### src/rtl/spatial_accum_sequencer_pkg.sv
// Shared constants, state encodings and control bundle for the
// spatial accumulator sequencer.
package spatial_accum_sequencer_pkg;

    localparam int MOD0_CH_DEF    = 32;
    localparam int MOD1_CH_DEF    = 77;
    localparam int MOD2_CH_DEF    = 108;
    localparam int ADDR_WIDTH_DEF = 8;

    // 2-bit encodings kept as plain localparams so monitors can decode them
    localparam logic [1:0] ST_IDLE  = 2'd0;
    localparam logic [1:0] ST_FETCH = 2'd1;
    localparam logic [1:0] ST_DRAIN = 2'd2;
    localparam logic [1:0] ST_DONE  = 2'd3;

    typedef enum logic [1:0] {
        S_IDLE  = ST_IDLE,
        S_FETCH = ST_FETCH,
        S_DRAIN = ST_DRAIN,
        S_DONE  = ST_DONE
    } state_t;

    typedef struct packed {
        logic en;
        logic first;
        logic second;
        logic last;
    } acc_ctrl_t;

    function automatic int total_channels(input int a, input int b, input int c);
        return a + b + c;
    endfunction

endpackage

### src/rtl/spatial_accum_sequencer_channel_index_counter.sv
// Global / modality / local channel counters with position flags
// for the channel currently being issued.
module channel_index_counter
    import spatial_accum_sequencer_pkg::*;
#(
    parameter int M0 = MOD0_CH_DEF,
    parameter int M1 = MOD1_CH_DEF,
    parameter int M2 = MOD2_CH_DEF,
    parameter int AW = ADDR_WIDTH_DEF
) (
    input  logic          i_clk,
    input  logic          i_rst,
    input  logic          i_clear,
    input  logic          i_advance,
    output logic [AW-1:0] o_g,
    output logic          o_first,
    output logic          o_second,
    output logic          o_last,
    output logic          o_done
);

    localparam int TOTAL = total_channels(M0, M1, M2);

    logic [AW-1:0] r_g;
    logic [AW-1:0] r_l;
    logic [1:0]    r_m;
    logic [AW-1:0] w_last_idx;

    always_comb begin
        w_last_idx = AW'(M2 - 1);
        unique case (r_m)
            2'd0:    w_last_idx = AW'(M0 - 1);
            2'd1:    w_last_idx = AW'(M1 - 1);
            default: w_last_idx = AW'(M2 - 1);
        endcase
    end

    assign o_g      = r_g;
    assign o_first  = (r_g == '0);
    assign o_second = (r_l == AW'(1));
    assign o_last   = (r_l == w_last_idx);
    assign o_done   = (r_g == AW'(TOTAL - 1));

    // Counting stops at the final channel, so m never leaves 0..2
    always_ff @(posedge i_clk) begin
        if (i_rst || i_clear) begin
            r_g <= '0;
            r_l <= '0;
            r_m <= '0;
        end else if (i_advance && !o_done) begin
            r_g <= r_g + AW'(1);
            if (o_last) begin
                r_l <= '0;
                r_m <= r_m + 2'd1;
            end else begin
                r_l <= r_l + AW'(1);
            end
        end
    end

endmodule

### src/rtl/spatial_accum_sequencer.sv
// Sequences one sample's channels through the spatial accumulator and
// holds the result under a valid/ready handshake.
module spatial_accum_sequencer
    import spatial_accum_sequencer_pkg::*;
#(
    parameter int MOD0_CHANNELS = MOD0_CH_DEF,
    parameter int MOD1_CHANNELS = MOD1_CH_DEF,
    parameter int MOD2_CHANNELS = MOD2_CH_DEF,
    parameter int ADDR_WIDTH    = ADDR_WIDTH_DEF
) (
    input  logic                  Clk_CI,
    input  logic                  Reset_RI,
    input  logic                  Start_SI,
    output logic                  Idle_SO,
    output logic [ADDR_WIDTH-1:0] ChanAddr_DO,
    output logic                  ChanRdEn_SO,
    output logic                  AccEnable_SO,
    output logic                  AccFirst_SO,
    output logic                  AccStoreSecond_SO,
    output logic                  AccXorFinal_SO,
    output logic                  HvValid_SO,
    input  logic                  HvReady_SI
);

    state_t    r_state;
    state_t    w_state_nxt;
    acc_ctrl_t r_ctrl;
    acc_ctrl_t w_ctrl_nxt;

    logic                  w_clear;
    logic                  w_advance;
    logic                  w_rden;
    logic                  w_idle;
    logic                  w_valid;
    logic [ADDR_WIDTH-1:0] w_g;
    logic                  w_first;
    logic                  w_second;
    logic                  w_last;
    logic                  w_done;

    channel_index_counter #(
        .M0 (MOD0_CHANNELS),
        .M1 (MOD1_CHANNELS),
        .M2 (MOD2_CHANNELS),
        .AW (ADDR_WIDTH)
    ) u_cnt (
        .i_clk     (Clk_CI),
        .i_rst     (Reset_RI),
        .i_clear   (w_clear),
        .i_advance (w_advance),
        .o_g       (w_g),
        .o_first   (w_first),
        .o_second  (w_second),
        .o_last    (w_last),
        .o_done    (w_done)
    );

    always_ff @(posedge Clk_CI) begin
        if (Reset_RI) begin
            r_state <= S_IDLE;
            r_ctrl  <= '0;
        end else begin
            r_state <= w_state_nxt;
            r_ctrl  <= w_ctrl_nxt;
        end
    end

    // Counters are held at zero while idle, so a new sample always starts at channel 0
    always_comb begin
        w_state_nxt = r_state;
        w_clear     = 1'b0;
        w_advance   = 1'b0;
        w_rden      = 1'b0;
        w_idle      = 1'b0;
        w_valid     = 1'b0;
        unique case (r_state)
            S_IDLE: begin
                w_idle  = 1'b1;
                w_clear = 1'b1;
                if (Start_SI) w_state_nxt = S_FETCH;
            end
            S_FETCH: begin
                w_rden    = 1'b1;
                w_advance = 1'b1;
                if (w_done) w_state_nxt = S_DRAIN;
            end
            S_DRAIN: begin
                w_state_nxt = S_DONE;
            end
            S_DONE: begin
                w_valid = 1'b1;
                if (HvReady_SI) w_state_nxt = S_IDLE;
            end
            default: begin
                w_state_nxt = S_IDLE;
            end
        endcase
    end

    always_comb begin
        w_ctrl_nxt        = '0;
        w_ctrl_nxt.en     = w_rden;
        w_ctrl_nxt.first  = w_rden & w_first;
        w_ctrl_nxt.second = w_rden & w_second;
        w_ctrl_nxt.last   = w_rden & w_last;
    end

    assign Idle_SO           = w_idle;
    assign ChanAddr_DO       = w_g;
    assign ChanRdEn_SO       = w_rden;
    assign AccEnable_SO      = r_ctrl.en;
    assign AccFirst_SO       = r_ctrl.first;
    assign AccStoreSecond_SO = r_ctrl.second;
    assign AccXorFinal_SO    = r_ctrl.last;
    assign HvValid_SO        = w_valid;

endmodule
### config.mk
export PLATFORM = sky130hd
export DESIGN_NAME = spatial_accum_sequencer
export DESIGN_NICKNAME = d
export VERILOG_FILES = /design/src/rtl/spatial_accum_sequencer_pkg.sv /design/src/rtl/spatial_accum_sequencer_channel_index_counter.sv /design/src/rtl/spatial_accum_sequencer.sv
export SDC_FILE = /design/constraint.sdc
export NUM_CORES = 1
export LEC_CHECK = 0
export BUFFER_PORTS_ARGS = -buffer_cell sky130_fd_sc_hd__buf_4
export CORE_MARGIN = 2
export CORE_UTILIZATION = 59
export DETAILED_ROUTE_END_ITERATION = 12
export PLACE_DENSITY = 0.9
export SYNTH_ARGS = -nofsm -noshare
export SYNTH_HDL_FRONTEND = slang
export SYNTH_SLANG_ARGS = --single-unit
export TNS_END_PERCENT = 5
### constraint.sdc
create_clock -name Clk_CI -period 2.6 [get_ports Clk_CI]
set_input_delay 0.52 -clock Clk_CI [delete_from_list [all_inputs] [get_ports Clk_CI]]
set_output_delay 0.52 -clock Clk_CI [all_outputs]
set_load 0.05 [all_outputs]
After elaboration in Yosys (flattened, before gate mapping):

Cells that the tools add are included.

* eq/ne operators: 10
* mux-type cells: 9
* reductions and logical operators: 8
* bitwise gates (word level): 3
* add/sub/neg operators: 3

Operators by type and width (number)
* adder 8 x 1 -> 8 bit, second input constant: 2
* one-hot mux 7 bit (2 select lines): 1
* equality test 8 x 1 -> 1 bit, second input constant: 1
* equality test 8 x 7 -> 1 bit: 1
* equality test 8 bit, second input constant: 1
* zero test 8 bit: 1
* two-way mux 8 bit: 1
* one-hot mux 2 bit (4 select lines): 1
* two-way mux 2 bit: 3
* equality test 2 x 1 -> 1 bit, second input constant: 2
* equality test 2 bit, second input constant: 2
* zero test 2 bit: 2
* inequality test 2 bit, second input constant: 2
* AND 1 bit: 3
* two-way mux 1 bit: 3
* AND reduction 3 bit: 1
* adder 2 x 1 -> 2 bit, second input constant: 1
* inequality test 2 x 1 -> 1 bit, second input constant: 1
* AND reduction 2 bit: 1
* logical AND 1 bit: 1
* zero test 1 bit: 1
* logical OR 1 bit: 1

* output and inout bits: 15
* bits of input ports: 4
* word-level logic and storage cells: 41
* register bits: 24

Logic depth before layout (Yosys ltp):

* depth in word-level cells: 4
* depth in mapped cells: 7
* depth with buffers taken out: 6

By module:

A second synthesis with hierarchy kept.

* cells, all modules: 143
* area total of the unflattened synthesis: 1317.5 um^2

Modules (own cells, without submodules)
* channel_index_counter: times used 1, seq. area each 360.3 um^2, area each 1052.3 um^2, cells an instance 117
* spatial_accum_sequencer: times used 1, seq. area each 120.1 um^2, area each 265.3 um^2, cells an instance 26

Worst setup path after synthesis:

No wires, ideal clock.

* path type: register to register
* from: reg u_cnt.r_g[0] (netlist: u_cnt.o_g[0])
* to: reg u_cnt.r_l[5]
* path slack: 0.584 ns
* stages on the path, launching flop included: 7
* setup time: 0.070 ns
* buffers on the path: 0
* data arrival time: 1.946 ns
* period minus slack after synthesis: 2.016 ns
* data required time: 2.530 ns
* cells stage by stage: dfxtp_1 -> inv_1 -> ha_1 -> or3b_4 -> o21ai_4 -> or4_1 -> a21oi_1

* word-level cells in the longest chain between the ends: 3

Ends and longest elaborated chain
* start: declaration: RTL line spatial_accum_sequencer_channel_index_counter.sv:24 `logic [AW-1:0] r_g;`
* start signal: assignment: RTL line spatial_accum_sequencer_channel_index_counter.sv:51 `r_g <= r_g + AW'(1);`
* equality test 8 bit: RTL line spatial_accum_sequencer_channel_index_counter.sv:42 `assign o_done = (r_g == AW'(TOTAL - 1));`
* zero test 1 bit: RTL line spatial_accum_sequencer_channel_index_counter.sv:50 `end else if (i_advance && !o_done) begin`
* logical AND 1 bit: RTL line spatial_accum_sequencer_channel_index_counter.sv:50
* end signal: assignment: RTL line spatial_accum_sequencer_channel_index_counter.sv:56 `r_l <= r_l + AW'(1);`
* end: declaration: RTL line spatial_accum_sequencer_channel_index_counter.sv:25 `logic [AW-1:0] r_l;`

Every way passes these cells.
A chain may end at the register's enable or synchronous reset.

Final worst setup path:

* from: reg r_state[1]
* to: out ChanRdEn_SO

* word-level cells in the longest chain between the ends: 2

Ends and longest elaborated chain
* start: declaration: RTL line spatial_accum_sequencer.sv:25 `state_t r_state;`
* start signal: assignment: RTL line spatial_accum_sequencer.sv:63 `r_state <= w_state_nxt;`
* equality test 2 x 1 -> 1 bit: RTL line spatial_accum_sequencer.sv:76 `unique case (r_state)`
* two-way mux 1 bit: RTL line spatial_accum_sequencer.sv:76
* end: declaration: RTL line spatial_accum_sequencer.sv:16 `output logic ChanRdEn_SO,`

Every way passes these cells.

==> reports/qor.txt <==
Status -> complete, no violations
Largest cells by area after synthesis -> dfxtp_1 (37%), ha_1 (11%), a21oi_1 (4.7%), nand4_1 (3.4%), xor2_1 (3.4%)
Vias per std cell -> 6.04
Placed cell count -> 183
Storage element area -> 480 um2
Fill cells -> 145
CTS resizes -> 0
First-pass detailed-route iteration total -> 4
Fin crit share -> 75.1%
Later-pin clock latency in the skew report -> 0.31 ns
Clk pwr share -> 14.2%
Nets -> 176
Gr ovfl total -> 0
Layout area overhead -> 13.1%
Tot Pwr -> 1.13 mW
GP Congestion -> 0.868
Post-synthesis cell type count -> 40
CTS buffer count -> 3
Mapped Area -> 1290 um2
Syn Area/Cell -> 9.14 um2
Slew Viols, Final -> 0
Final std cells w/o fill -> 186
Clk sinks -> 24
Max clock buf depth -> 2
Antenna viol nets, final -> 0
Synth Instances -> 141
Place WS -> 0.774 ns
# Post-CTS Setup Buffers -> 0
Int Pwr -> 622 uW
Switch share -> 45.1%
DRC -> 0
PortBufs -> 18
First-pass GRT wire length -> 4740 um
Synth Register Bits -> 24
DR vias -> 1,123
Die area -> 2570 um2
Drt wl/cell -> 15.0 um
Routed wire length -> 2790 um
Max Freq -> 512 MHz
Area leader, netlist -> dfxtp_1
Die Ht -> 50.7 um
Vias in the first global route -> 1,035
Critical-path cell list -> inv_1, ha_1, buf_4
Max-slew headroom -> 72.0%
Rows -> 16
Largest stage delay on the critical path -> 0.39 ns
Cell leakage power -> 0.553 nW
Fraction of layout cells with a size suffix above 1 -> 19.5%
Worst Setup Path Type -> flip-flop to primary output
Fin worst setup slack -> 0.647 ns
Sequential share of power -> 38.9%
Total net switching power -> 511 uW
WP data arrival -> 1.43 ns
Antenna diode count -> 0
Slew at the pin with the worst max-slew slack -> 0.418 ns
Core ar. -> 2000 um2
Clk_skew -> 0.00647 ns
Gr usage total -> 24.2%
CTS tree -> done
Pin count of the biggest net entering global routing -> 18
CP Max Fanout -> 9
Yosys warns -> 0
Setup TNS -> 0 ns
Logic gate share of total power -> 47.0%
Root Buffer -> clkbuf_4
Setup Viol. Count Final -> 0
Max Cap Violations -> 0
Register area share after synthesis -> 37.3%
VDD IR max -> 784 uV
Synth Net Count -> 156
Die width -> 50.7 um
Multi-input logic area -> 744 um2
Worst Setup Start Kind -> flip-flop
HP Class -> primary input to flip-flop
H-tree Lvls -> 1
CP bufs+invs -> 2
Crit-path slowest cell -> ha_1
Iter 0 DRT Violations -> 36
IO Pins -> 19
Crit end category -> primary output
Hpwl dp -> 2060 um
Delay-heaviest family, CP -> adder cells
Starting Density -> 64.4%
CTS Hold Bufs -> 0
PwrDens -> 777 nW/um2
Initial antenna violation count -> 0
Req. time, crit path -> 2.08 ns
Fin. Hold Viols -> 0
Tmin final -> 1.95 ns
Unrepaired setup endpoints after global routing -> false
Post-synth top area share -> 37.3%
Clock slew at reported path FFs -> 0.13 ns
cells by family after synthesis:
group                    after synthesis  share of synthesized area [%]
AND/OR/NAND/NOR                       51                           23.4
adder cells (fa/ha/maj)               11                           10.7
XOR/XNOR                               9                           6.12
flip-flops                            24                           37.3
buffers and inverters                 14                           4.95
AO/OA/AOI/OAI                         32                           17.6
cells in the mapped netlist, drive strengths merged:
| master | instances |
|---|---|
| or3b | 1 |
| nor3 | 1 |
| nand2 | 8 |
| nor4 | 2 |
| dfxtp | 24 |
| buf | 2 |
| a22oi | 1 |
| nor2 | 9 |
| and3 | 2 |
| or2 | 1 |
| o21ai | 5 |
| and3b | 3 |
| nor3b | 2 |
| nand3b | 1 |
| a31o | 1 |
| xor2 | 5 |
| clkbuf | 1 |
| nand2b | 1 |
| or3 | 4 |
| inv | 11 |
| a21o | 1 |
| nor4b | 1 |
| o31ai | 5 |
| o22ai | 1 |
| a21oi | 12 |
| nand4 | 7 |
| o22a | 1 |
| a311oi | 1 |
| xnor2 | 4 |
| or4 | 4 |
| ha | 11 |
| a211oi | 1 |
| o21a | 1 |
| and2b | 1 |
| o211ai | 2 |
| nand3 | 3 |
cell type report:
cell class / count / share of cell area [%]
inverter: 11 / 2.83
clock buffer: 3 / 1.55
tap: 27 / 2.32
timing repair buffer: 18 / 9.27
multi-input combinational: 103 / 51.1
sequential: 24 / 33.0
metal layers:
metal | GRT usage [%] | share of wire, % | vias to the layer above
met1 | 32.6 | 43 | 534
met4 | 5.41 | 0.57 | 0
met5 | 0 | 0 | -
met2 | 41.7 | 51 | 38
met3 | 2.68 | 5.6 | 3
li1 | - | - | 548
state kept, by name, indices dropped and copies added (netlist names):
name and flops:
r_state 2, AccFirst_SO 1, AccStoreSecond_SO 1, u_cnt.r_l 8
AccXorFinal_SO 1, AccEnable_SO 1, u_cnt.r_m 2, u_cnt.o_g 8
metrics by stage:
step                util, %  instance area, um2  hold slack (ns)
finish                 72.8                1460            0.369
global route           72.8                1460            0.373
CTS                    72.8                1460            0.371
detailed placement     71.7                1440            0.480
global placement       71.7                1440            0.475
floorplan                 -                1290            0.460
power by group through the flow:
stage / combinational, mW / sequential (mW) / clock [mW]
after global routing: 0.575 / 0.446 / 0.171
after floorplan: 0.399 / 0.487 / 0
after detailed placement: 0.530 / 0.449 / 0
after CTS: 0.532 / 0.440 / 0.160
final: 0.532 / 0.440 / 0.161
after global placement: 0.510 / 0.445 / 0
layout by cell type, fill, tap and decap left out, types with 3 or more instances in the layout:
| master | n |
|---|---|
| xor2_1 | 5 |
| clkbuf_4 | 3 |
| ha_1 | 11 |
| nand4_1 | 7 |
| dfxtp_1 | 24 |
| buf_4 | 18 |
| o31ai_1 | 5 |
| or3_1 | 3 |
| inv_1 | 11 |
| or4_1 | 4 |
| nand2_1 | 8 |
| xnor2_1 | 4 |
| nor2_1 | 9 |
| o21ai_0 | 4 |
| nand3_1 | 3 |
| a21oi_1 | 12 |
worst paths after layout:
| kind | startpoint | endpoint | slack [ns] | cells after the start |
|---|---|---|---|---|
| worst max-delay path | r_state[1]$_SDFFE_PP0P_ | ChanRdEn_SO | 0.65 | 3 |
| worst min-delay path | Reset_RI | r_state[0]$_SDFFE_PP0P_ | 0.37 | 2 |
| worst max register to register | u_cnt.o_g[0]$_SDFFE_PP0N_ | u_cnt.r_l[1]$_SDFFE_PP0N_ | 0.75 | 6 |
| worst min register to register | u_cnt.r_l[7]$_SDFFE_PP0N_ | u_cnt.r_l[7]$_SDFFE_PP0N_ | 0.50 | 2 |
Power figures use the tool's default switching activity.
